[config.mk]
export PLATFORM = sky130hd
export DESIGN_NAME = reg_scoreboard_flat
export DESIGN_NICKNAME = d
export VERILOG_FILES = /design/src/rtl/reg_scoreboard_if.sv /design/src/rtl/reg_scoreboard.sv /design/src/flat_wrapper.sv
export SDC_FILE = /design/constraint.sdc
export NUM_CORES = 1
export LEC_CHECK = 0
export BUFFER_PORTS_ARGS = -buffer_cell sky130_fd_sc_hd__buf_2
export CORE_UTILIZATION = 56
export CTS_BUF_LIST = sky130_fd_sc_hd__clkbuf_8
export CTS_CLUSTER_SIZE = 8
export DETAILED_ROUTE_END_ITERATION = 8
export PLACE_DENSITY_LB_ADDON = 0.12
export SLEW_MARGIN = 20
export SYNTH_ARGS = -nofsm -noshare
export SYNTH_HDL_FRONTEND = slang
export SYNTH_SLANG_ARGS = --single-unit
[constraint.sdc]
create_clock -name clk -period 3 [get_ports clk]
set_input_delay 0.3 -clock clk [delete_from_list [all_inputs] [get_ports clk]]
set_output_delay 0.3 -clock clk [all_outputs]
set_load 0.05 [all_outputs]
[src/rtl/reg_scoreboard_if.sv]
// Issue / write-back handshake bundle for reg_scoreboard.
// master: decode + write-back side driving requests; slave: the scoreboard.
interface reg_scoreboard_if #(
    parameter int unsigned IdxW = 4
);
    // Decode-side issue request
    logic            issue_valid;
    logic [IdxW-1:0] issue_src1;
    logic [IdxW-1:0] issue_src2;
    logic            issue_src1_used;
    logic            issue_src2_used;
    logic            issue_wb_en;
    logic [IdxW-1:0] issue_dest;
    logic            issue_ready;
    logic            stall;

    // Write-back commit, mirrors the register file write port
    logic            wb_en;
    logic [IdxW-1:0] wb_dest;

    modport master (
        output issue_valid, issue_src1, issue_src2, issue_src1_used, issue_src2_used,
        output issue_wb_en, issue_dest, wb_en, wb_dest,
        input  issue_ready, stall
    );

    modport slave (
        input  issue_valid, issue_src1, issue_src2, issue_src1_used, issue_src2_used,
        input  issue_wb_en, issue_dest, wb_en, wb_dest,
        output issue_ready, stall
    );
endinterface

[src/rtl/reg_scoreboard.sv]
// reg_scoreboard: per-register pending-write counters that hold decode while a source
// (or a saturated destination) still has an outstanding write.
// Optional feature: define REG_SCOREBOARD_BYPASS_EN to let a reader issue in the very
// cycle its last pending write commits (register file writes on the falling edge).
module reg_scoreboard #(
    parameter int unsigned NREG  = 16,
    parameter int unsigned CNT_W = 2
) (
    input  logic                clk,
    input  logic                rst_n,
    reg_scoreboard_if.slave     bus,
    input  logic                flush,
    output logic [NREG-1:0]     busy_mask,
    output logic [15:0]         stall_cnt,
    output logic                underflow_err
);

    localparam int unsigned        IdxW   = 4;
    localparam logic [CNT_W-1:0]   CntMax = {CNT_W{1'b1}};
    localparam logic [CNT_W-1:0]   CntOne = {{(CNT_W-1){1'b0}}, 1'b1};

    logic [CNT_W-1:0] pending_q [NREG];
    logic [CNT_W-1:0] pending_d [NREG];
    logic [15:0]      stall_cnt_q, stall_cnt_d;
    logic             underflow_err_q, underflow_err_d;

    logic [CNT_W-1:0] src1_cnt, src2_cnt, dest_cnt;
    logic             src1_hazard, src2_hazard, dest_hazard;
    logic             issue_ready, stall, accept;

    // Hazard detection against the registered counters (pre-flush values)
    always_comb begin
        src1_cnt    = pending_q[bus.issue_src1];
        src2_cnt    = pending_q[bus.issue_src2];
        dest_cnt    = pending_q[bus.issue_dest];
        src1_hazard = bus.issue_src1_used && (src1_cnt != '0);
        src2_hazard = bus.issue_src2_used && (src2_cnt != '0);
        dest_hazard = bus.issue_wb_en && (dest_cnt == CntMax);
`ifdef REG_SCOREBOARD_BYPASS_EN
        // Last pending write lands on the falling edge of this cycle, so the read is safe
        if (src1_cnt == CntOne && bus.wb_en && bus.wb_dest == bus.issue_src1) begin
            src1_hazard = 1'b0;
        end
        if (src2_cnt == CntOne && bus.wb_en && bus.wb_dest == bus.issue_src2) begin
            src2_hazard = 1'b0;
        end
        // A same-cycle commit to the destination frees one counter slot
        if (bus.wb_en && bus.wb_dest == bus.issue_dest) begin
            dest_hazard = 1'b0;
        end
`endif
        issue_ready = !(src1_hazard || src2_hazard || dest_hazard);
        stall       = bus.issue_valid && !issue_ready;
        accept      = bus.issue_valid && issue_ready && bus.issue_wb_en;
    end

    // Counter next-state: flush wins, accept+commit on one register cancel out
    always_comb begin
        for (int r = 0; r < NREG; r++) begin
            pending_d[r] = pending_q[r];
            if (flush) begin
                pending_d[r] = '0;
            end else if (accept && bus.issue_dest == IdxW'(r)) begin
                if (!(bus.wb_en && bus.wb_dest == IdxW'(r))) begin
                    pending_d[r] = pending_q[r] + CntOne;
                end
            end else if (bus.wb_en && bus.wb_dest == IdxW'(r)) begin
                if (pending_q[r] != '0) begin
                    pending_d[r] = pending_q[r] - CntOne;
                end
            end
        end
    end

    // Sticky underflow flag and saturating stall counter; both survive flush
    always_comb begin
        underflow_err_d = underflow_err_q;
        if (!flush && bus.wb_en && pending_q[bus.wb_dest] == '0) begin
            underflow_err_d = 1'b1;
        end
        stall_cnt_d = stall_cnt_q;
        if (stall && stall_cnt_q != 16'hFFFF) begin
            stall_cnt_d = stall_cnt_q + 16'd1;
        end
    end

    // State registers with asynchronous reset
    always_ff @(posedge clk or negedge rst_n) begin
        if (!rst_n) begin
            for (int r = 0; r < NREG; r++) begin
                pending_q[r] <= '0;
            end
            stall_cnt_q     <= '0;
            underflow_err_q <= 1'b0;
        end else begin
            for (int r = 0; r < NREG; r++) begin
                pending_q[r] <= pending_d[r];
            end
            stall_cnt_q     <= stall_cnt_d;
            underflow_err_q <= underflow_err_d;
        end
    end

    // Output mapping
    always_comb begin
        for (int r = 0; r < NREG; r++) begin
            busy_mask[r] = (pending_q[r] != '0);
        end
        bus.issue_ready = issue_ready;
        bus.stall       = stall;
        stall_cnt       = stall_cnt_q;
        underflow_err   = underflow_err_q;
    end

endmodule

[src/flat_wrapper.sv]
// flat-port wrapper written by rule: the top's interface ports become plain ports
module reg_scoreboard_flat 
#(
    parameter int unsigned NREG  = 16,
    parameter int unsigned CNT_W = 2
)
  (clk, rst_n, flush, busy_mask, stall_cnt, underflow_err, bus_issue_valid, bus_issue_src1, bus_issue_src2, bus_issue_src1_used, bus_issue_src2_used, bus_issue_wb_en, bus_issue_dest, bus_wb_en, bus_wb_dest, bus_issue_ready, bus_stall);
  reg_scoreboard_if #(.IdxW(4)) bus_i ();
  input  logic clk;
  input  logic rst_n;
  input  logic flush;
  output logic [NREG-1:0] busy_mask;
  output logic [15:0] stall_cnt;
  output logic underflow_err;
  input wire logic [$bits(bus_i.issue_valid)-1:0] bus_issue_valid;
  input wire logic [$bits(bus_i.issue_src1)-1:0] bus_issue_src1;
  input wire logic [$bits(bus_i.issue_src2)-1:0] bus_issue_src2;
  input wire logic [$bits(bus_i.issue_src1_used)-1:0] bus_issue_src1_used;
  input wire logic [$bits(bus_i.issue_src2_used)-1:0] bus_issue_src2_used;
  input wire logic [$bits(bus_i.issue_wb_en)-1:0] bus_issue_wb_en;
  input wire logic [$bits(bus_i.issue_dest)-1:0] bus_issue_dest;
  input wire logic [$bits(bus_i.wb_en)-1:0] bus_wb_en;
  input wire logic [$bits(bus_i.wb_dest)-1:0] bus_wb_dest;
  output wire logic [$bits(bus_i.issue_ready)-1:0] bus_issue_ready;
  output wire logic [$bits(bus_i.stall)-1:0] bus_stall;
  assign bus_i.issue_valid = bus_issue_valid;
  assign bus_i.issue_src1 = bus_issue_src1;
  assign bus_i.issue_src2 = bus_issue_src2;
  assign bus_i.issue_src1_used = bus_issue_src1_used;
  assign bus_i.issue_src2_used = bus_issue_src2_used;
  assign bus_i.issue_wb_en = bus_issue_wb_en;
  assign bus_i.issue_dest = bus_issue_dest;
  assign bus_i.wb_en = bus_wb_en;
  assign bus_i.wb_dest = bus_wb_dest;
  assign bus_issue_ready = bus_i.issue_ready;
  assign bus_stall = bus_i.stall;
  reg_scoreboard #(.NREG(NREG), .CNT_W(CNT_W)) u_core (.clk(clk), .rst_n(rst_n), .bus(bus_i), .flush(flush), .busy_mask(busy_mask), .stall_cnt(stall_cnt), .underflow_err(underflow_err));
endmodule
## Word-level counts from Yosys, hierarchy flattened

Index checks and enable logic that the tools add are counted.
W data, S select, Z words.

- Bits in registers: 49
- Input bits: 24
- Output and inout port bits: 35
- Word-level logic and storage cells: 313

- Add/subtract/negate cells: 33
- $lt $le $gt $ge: 4
- Equal/unequal tests: 48
- Multiplexer cells: 92
- Bitwise operators: 4
- Reduce and logical (&&, ||, !) cells: 114

Operators with widths:

| kind | count |
|---|---|
| $mux W2 | 88 |
| $reduce_bool A3 Y1 | 32 |
| $eq A4 B4 Y1 const B | 16 |
| $ne A3 B3 Y1 const B | 16 |
| $reduce_and A3 Y1 | 16 |
| $logic_and A1 B1 Y1 | 41 |
| $reduce_bool A2 Y1 | 18 |
| $add A2 B1 Y2 const B | 16 |
| $bmux W2 S4 | 4 |
| $eq A4 B3 Y1 const B | 8 |
| $sub A2 B1 Y2 const B | 16 |
| $ge A5 B5 Y1 const B | 4 |
| $not A4 Y5 | 4 |
| $add A16 B1 Y16 const B | 1 |
| $eq A4 B2 Y1 const B | 4 |
| $ne A16 B16 Y1 const B | 1 |
| $eq A4 B1 Y1 const B | 2 |
| $logic_not A4 Y1 | 2 |
| $eq A2 B2 Y1 const B | 1 |
| $logic_not A1 Y1 | 2 |
| $logic_not A2 Y1 | 1 |
| $logic_or A1 B1 Y1 | 2 |

## Longest topological paths before layout

Gate-level depths: netlist of run 1.

- Word-level depth: 14
- Mapped depth: 11
- Gate-level depth less buffers: 8

## Least setup slack after synthesis of run 1

OpenSTA, ideal clock, no wires.

- Kind: input-to-reg
- Start point: in bus_issue_dest[1]
- End point: reg u_core.pending_q[8] (netlist bit)
- Library setup time: 0.125 ns
- Arrival time: 2.798 ns
- Data required time: 2.875 ns
- Slack: 0.077 ns
- Cell stages on the path: 11
- Buffers on the path: 3
- Path through: clkbuf_1 buf_2 mux4_2 mux4_2 o31a_1 a221o_1 or2_4 inv_6 buf_12 nand4_4 mux2_4

- Cells in the longest elaborated chain, start to end: 13
- Elaborated cells between the ends (all ways): 18
- Classes of those cells: eq/ne: 3; mux: 5; bitwise: 1; reduce/logical: 9

RTL lines:

| item | RTL line | source |
|---|---|---|
| from (decl) | flat_wrapper.sv:21 | `input wire logic [$bits(bus_i.issue_dest)-1:0] bus_issue_dest;` |
| $not A4 Y5 (implied by the code) * | reg_scoreboard.sv:35 | `dest_cnt = pending_q[bus.issue_dest];` |
| $bmux W2 S4 * | reg_scoreboard.sv:35 |  |
| $mux W2 (implied by the code) * (2 in series) | reg_scoreboard.sv:35 |  |
| $eq A2 B2 Y1 * | reg_scoreboard.sv:38 | `dest_hazard = bus.issue_wb_en && (dest_cnt == CntMax);` |
| $logic_and A1 B1 Y1 * | reg_scoreboard.sv:38 |  |
| $logic_or A1 B1 Y1 * | reg_scoreboard.sv:52 | `issue_ready = !(src1_hazard \|\| src2_hazard \|\| dest_hazard);` |
| $logic_not A1 Y1 * | reg_scoreboard.sv:52 |  |
| named net bus_issue_ready | flat_wrapper.sv:24 | `output wire logic [$bits(bus_i.issue_ready)-1:0] bus_issue_ready;` |
| $logic_and A1 B1 Y1 * (2 in series) | reg_scoreboard.sv:54 | `accept = bus.issue_valid && issue_ready && bus.issue_wb_en;` |
| $logic_and A1 B1 Y1 * | reg_scoreboard.sv:63 | `end else if (accept && bus.issue_dest == IdxW'(r)) begin` |
| $ne A3 B3 Y1 (no line) (tied with other cells) | -- |  |
| $reduce_and A3 Y1 (no line) or $mux W2 (tied branches) | -- |  |
| to (signal, indexed assignment) | reg_scoreboard.sv:97 | `pending_q[r] <= pending_d[r];` |
| to (decl) | reg_scoreboard.sv:22 | `logic [CNT_W-1:0] pending_q [NREG];` |

The timed path passes the listed nets; every way through them passes the cells marked *. The select of a mux whose other input is x is not followed.
A chain may end at the register's enable or synchronous reset.

## Worst setup path in the final report of run 1

- Start point: reg u_core.pending_q[20] (netlist bit)
- End point: out bus_stall

- Cells in the longest elaborated chain, start to end: 8
- Elaborated cells between the ends (all ways): 18
- Classes of those cells: eq/ne: 1; mux: 9; reduce/logical: 8

RTL lines:

| item | RTL line | source |
|---|---|---|
| $bmux W2 S4 (on tied branches) | reg_scoreboard.sv:33, reg_scoreboard.sv:34 |  |
| $mux W2 (on tied branches) (2 in series) | reg_scoreboard.sv:33, reg_scoreboard.sv:34 |  |
| $reduce_bool A2 Y1 (on tied branches) | reg_scoreboard.sv:36, reg_scoreboard.sv:37 |  |
| $logic_and A1 B1 Y1 (on tied branches) | reg_scoreboard.sv:36, reg_scoreboard.sv:37 |  |
| $logic_or A1 B1 Y1 | reg_scoreboard.sv:52 |  |
| $logic_or A1 B1 Y1 * | reg_scoreboard.sv:52 |  |
| $logic_and A1 B1 Y1 * | reg_scoreboard.sv:53 | `stall = bus.issue_valid && !issue_ready;` |
| to (decl) | flat_wrapper.sv:25 | `output wire logic [$bits(bus_i.stall)-1:0] bus_stall;` |

Mark *: on every way between the ends. The rest lies on a longest branch, timed or not. The select of a mux whose other input is x is not followed.

==> results of run 1 <==
power by group through the flow:
stage / registers [uW] / clock network [uW] / logic, uW
3_5_place_dp: 751 / 0 / 427
6_report: 739 / 444 / 445
4_1_cts: 739 / 442 / 438
5_1_grt: 746 / 461 / 475
3_3_place_gp: 749 / 0 / 419
2_1_floorplan: 847 / 0 / 203
layout make-up:
| cell class | count | area, um^2 | area share |
|---|---|---|---|
| clock buffers | 6 | 82.6 | 0.0186 |
| multi-input cells | 323 | 2380 | 0.534 |
| repair buffers | 91 | 561 | 0.126 |
| inverters | 22 | 90.1 | 0.0202 |
| flip-flops and latches | 49 | 1230 | 0.276 |
| clock inverters | 2 | 16.3 | 0.00365 |
| well taps | 77 | 96.3 | 0.0216 |
Yosys cell counts, types with 8 or more instances:
library cell,instances,area share
nor3_1,30,0.040
nand2_1,15,0.015
inv_1,21,0.021
mux2_2,8,0.024
nand3_1,15,0.020
o21ai_0,13,0.017
clkbuf_1,18,0.018
nor2_1,40,0.040
mux4_2,16,0.095
nand2b_1,11,0.018
a21oi_1,37,0.049
nand4_1,15,0.025
dfrtp_1,49,0.32
xnor2_1,13,0.030
cell families (layout without fill, tap and decap cells):
| group | after synthesis | count (layout) | synth area share |
|---|---|---|---|
| AO/OA/AOI/OAI | 87 | 87 | 0.151 |
| XOR/XNOR | 20 | 20 | 0.0461 |
| adder cells (fa/ha/maj) | 1 | 1 | 0.00329 |
| buffers and inverters | 47 | 121 | 0.0560 |
| flip-flops | 49 | 49 | 0.323 |
| multiplexers | 29 | 29 | 0.143 |
| AND/OR/NAND/NOR | 186 | 186 | 0.278 |
flip-flops by register name, summed over array words and instances, names as in the netlist:
| signal | cells |
|---|---|
| u_core.stall_cnt | 16 |
| u_core.pending_q | 32 |
| u_core.underflow_err | 1 |
per-layer routing:
layer  track usage  up-vias
met4         0.139        0
met5             0        -
met2         0.527      205
met1         0.455     1798
met3        0.0826       43
li1              -     1707
cells in the final DEF, fill, tap and decap left out, types with 15 or more instances in the layout:
cell type / synthesis / routed
a21oi_1: 37 / 37
buf_2: 3 / 56
buf_4: 1 / 32
dfrtp_1: 49 / 49
inv_1: 21 / 21
mux4_2: 16 / 18
nand2_1: 15 / 15
nand3_1: 15 / 15
nand4_1: 15 / 15
nor2_1: 40 / 39
nor3_1: 30 / 29
through the flow:
step	setup WS, ps	setup TNS (ps)	total power [uW]
finish	-60.0	-90.0	1630
floorplan	76.6	0	1050
detailed placement	-20.3	-24.3	1180
global route	-85.2	-151	1680
CTS	-16.5	-29.5	1620
global placement	75.2	0	1170
how the worst max path moves through the flow:
stage | startpoint | to | slack, ps | cells past startpoint
2_1_floorplan | bus_issue_dest[1] | u_core.pending_q[8] | 80 | 11
3_3_place_gp | bus_issue_dest[0] | bus_issue_ready | 80 | 8
3_5_place_dp | bus_issue_dest[0] | u_core.pending_q[18] | -20 | 9
4_1_cts | u_core.pending_q[19] | bus_stall | -20 | 7
5_1_grt | u_core.pending_q[23] | bus_stall | -90 | 7
6_report | u_core.pending_q[20] | bus_stall | -60 | 7
repair_timing:
action	CTS	global route
buffers inserted	11	1
hold buffers	1	0
pin swaps	1	3
gates resized for setup	8	8
endpoints found under the hold margin	20	0
endpoints found under the setup margin	2	7
==> qor.yml, run 1 <==
path_delay_family: "simple AND/OR/NAND/NOR gates"
synth-edff-count: 0
wl_per_cell_um: 20.1
die_h_um: 84.3
route.met2.wl_mm: 5.11
firstDrtPassIters: 8
power_frac_clock: 0.273
seqPwrFrac: 0.454
min_path_type: "in2reg"
clkLatencyLatePin_ps: 320
yosysSeqAreaShare: 0.323
ys_ff_latch: 49
cts_buffers: 5
fin_cells: 570
fin_worst_skew_ps: 10.5
cts_tree: "built"
rrSetupSlack_ps: 90
hold_violations: 0
clock_sinks: 49
netSwitchingPower_uw: 608
violations: "design-rule violations, negative setup slack"
worstHoldStart: "bus_wb_en"
drt-met1-wl_mm: 4.78
r2r_start: "u_core.pending_q[23]"
dieArea_mm2: 0.00711
leakage_uw: 0.00205
max-slew-margin-rel: 0.618
max_cap_viol_count: 0
ir_worst_vdd_v: 0.000296
netlist_area_mm2: 0.00380
hpwl_mm: 8.38
powerDensity_mw_per_mm2: 366
grt_setup_unrepaired: "true"
status: "finished with violations"
crit_type: "reg2out"
dp.cells: 549
routed_wirelength_mm: 11.4
cp_cell_sequence: "nor2_1 > a21oi_1 > mux4_2 > a32o_1 > or2_4 > and2_4 > buf_8"
ant_nets: 0
synth.distinct_cells: 65
max_freq_mhz: 327
critPathBufInv: 1
reg2reg_depth: 8
min_period_over_period: 1.02
grt_start_max_net_pins: 30
setup_viol: 2
hold_ws_ps: 304
dr.max_layer_used: "met4"
initialDrtViolationCount: 284
met3_length_mm: 1.10
fin_util: 0.689
synth_ff_type: "dfrtp_1"
worst_slew_pin_slew_ps: 568
slowest_stage: "mux4_2"
min_path_cells: 2
syn2layout_area_growth_pct: 17.2
required_ps: 2700
slew_viol_final: 0
whs_endpoint: "u_core.underflow_err"
design_area_mm2: 0.00445
fin_crit_ps: 3060
clock_path_buffers: 2
cp-end-kind: "primary output"
core_area_mm2: 0.00646
crit_path_max_incr_delay_ps: 480
start_util: 0.588
setup_slack_ps: -60.0
final_nets: 517
cts.clk_slew.worst_paths_ps: 100
grt_first_pass_wirelength_mm: 18.5
syn-num-nets: 444
die_x_um: 84.3
io_buffers: 58
switching_share: 0.373
num_vias: 3753
drcViolationCount: 4
grt_pass1_vias: 3570
grt_usage: 0.338
diodes: 0
combinationalPowerShare: 0.273
htreeDepth: 2
globalplace.congestion: 0.941
worstReg2RegEnd: "u_core.stall_cnt[1]"
clock-root-buffer: "clkbuf_8"
yosys_warnings: 0
start_kind: "flip-flop"
grt.overflow.total: 0
p_int_uw: 1020
cp_max_fo: 4
place_area_mm2: 0.00421
fillCellCount: 526
avgSynthCellArea_um2: 9.06
synth_cells: 419
antenna_found_initial: 0
cp_data_arrival_time_ps: 2760
vias_per_cell: 6.58
io_pins: 59
final_layout_size_suffix_gt1_frac: 0.306
async_reset_ff_frac: 1.00
core.rowCount: 29
Note: power is estimated with default switching activity, not from simulation.
==> inputs of run 2 (changes only) <==
--- a/config.mk
+++ b/config.mk
@@ -7,5 +7,7 @@
 export LEC_CHECK = 0
 export BUFFER_PORTS_ARGS = -buffer_cell sky130_fd_sc_hd__buf_2
-export CORE_UTILIZATION = 56
+export CELL_PAD_IN_SITES_DETAIL_PLACEMENT = 1
+export CELL_PAD_IN_SITES_GLOBAL_PLACEMENT = 1
+export CORE_UTILIZATION = 45
 export CTS_BUF_LIST = sky130_fd_sc_hd__clkbuf_8
 export CTS_CLUSTER_SIZE = 8
==> constraint.sdc (replaced) <==
create_clock -name clk -period 3 [get_ports clk]
set_input_delay 0.15 -clock clk [delete_from_list [all_inputs] [get_ports clk]]
set_output_delay 0.15 -clock clk [all_outputs]
set_load 0.05 [all_outputs]
==> qor.yml, run 2 (synthesis results as in run 1) <==
status: "complete, no violations"
min_period_over_period: 0.980
r2r_start: "u_core.pending_q[21]"
crit_path_end: "bus_stall"
io_pins: 59
largest_reg_flops: 32
hpwl_mm: 9.85
grt_usage: 0.295
worst_slew_pin_slew_ps: 798
grt_start_max_net_pins: 39
cts_buffers: 5
cp_max_fo: 5
globalplace.congestion: 0.941
grt.overflow.total: 0
fin_tns_setup_ps: 0
grt_pass1_vias: 3632
p_int_uw: 1090
dieArea_mm2: 0.00881
syn2layout_area_growth_pct: 16.8
startpoint: "u_core.pending_q[21]"
reg2reg_depth: 8
cts.clk_slew.worst_paths_ps: 100
max_freq_mhz: 340
combinationalPowerShare: 0.259
design_area_mm2: 0.00443
grt_first_pass_wirelength_mm: 19.6
ir_worst_vdd_v: 0.000230
fin_worst_skew_ps: 6.47
diodes: 0
final_layout_size_suffix_gt1_frac: 0.287
seqPwrFrac: 0.437
final_cell_mix: "buf_2, dfrtp_1, nor2_1, a21oi_1, nor3_1"
io_buffers: 58
layout_commonest_cell: "buf_2"
hold_violations: 0
drcViolationCount: 0
grt_setup_unrepaired: "false"
min_path_type: "in2reg"
die_h_um: 93.9
clock_path_buffers: 2
max_cap_viol_count: 0
cts_tree: "built"
start_kind: "flip-flop"
crit_type: "reg2out"
firstDrtPassIters: 4
slew_viol_final: 0
clock_sinks: 49
routed_wirelength_mm: 12.5
core.rowCount: 33
cp-end-kind: "primary output"
required_ps: 2850
die_x_um: 93.9
ant_nets: 0
wl_per_cell_um: 21.0
netSwitchingPower_uw: 593
cp_data_arrival_time_ps: 2790
leakage_uw: 0.00203
powerDensity_mw_per_mm2: 381
setup_viol: 0
regMostFlops: "u_core.pending_q"
worstReg2RegEnd: "u_core.pending_q[14]"
num_vias: 3715
max-slew-margin-rel: 0.467
post_cts_buffers: 0
power_frac_clock: 0.303
core_area_mm2: 0.00818
fin_crit_ps: 2940
rrSetupSlack_ps: 150
clkLatencyLatePin_ps: 310
start_util: 0.464
initialDrtViolationCount: 281
htreeDepth: 2
antenna_found_initial: 0
vias_per_cell: 6.26
switching_share: 0.352
clock-root-buffer: "clkbuf_8"
place_area_mm2: 0.00430
final_nets: 512
-- run 2: how the worst min path moves through the flow --
stage	from	end	slack, ps	cells past startpoint
floorplan	rst_n	u_core.pending_q[0]	-150	0
global placement	rst_n	u_core.stall_cnt[15]	270	1
detailed placement	rst_n	u_core.stall_cnt[15]	260	1
CTS	bus_wb_en	u_core.underflow_err	140	2
global route	bus_wb_en	u_core.underflow_err	150	2
finish	bus_wb_en	u_core.underflow_err	150	2
-- run 2: power groups by stage --
stage / clock (uW) / sequential (uW) / combinational, uW
after floorplan: 0 / 847 / 203
after global placement: 0 / 750 / 425
after CTS: 522 / 739 / 438
after global routing: 546 / 748 / 469
final: 512 / 738 / 438
after detailed placement: 0 / 751 / 434
-- run 2: metrics by stage --
step	worst slack, ps	hold slack, ps	power, uW	util	std cells
6_report	60.6	150	1690	0.542	593
5_1_grt	0.617	153	1760	0.542	593
4_1_cts	25.1	140	1700	0.542	593
3_5_place_dp	151	265	1180	0.526	584
3_3_place_gp	223	274	1180	0.526	584
2_1_floorplan	227	-146	1050	-	419
-- run 2: routing by layer --
layer	global-route usage	wire length, um	vias up
li1	-	-	1693
met3	0.0599	871	23
met1	0.410	5520	1888
met4	0.0782	251	0
met5	0	0	-
met2	0.467	5830	111
-- run 2: critical path, cell delays in order, from the launching register on --
cell     delay, ps
dfrtp_1        440
mux4_1         530
mux4_2         460
o31a_1         120
a221o_1        280
or2_4          270
and2_1         170
buf_2          210
-- run 2: timing repair --
action,4_1_cts,5_1_grt
resized for setup,1,2
hold buffers,1,0
hold endpoints to repair,32,0
endpoints found under the setup margin,1,2
-- run 2: final cells by class --
type | count | area, um^2
Clock inverter | 2 | 37.5
Fill cell | 1003 | 3740
Timing Repair Buffer | 86 | 509
Inverter | 22 | 87.6
Multi-Input combinational cell | 323 | 2360
Sequential cell | 49 | 1230
Clock buffer | 6 | 82.6
Tap cell | 105 | 131
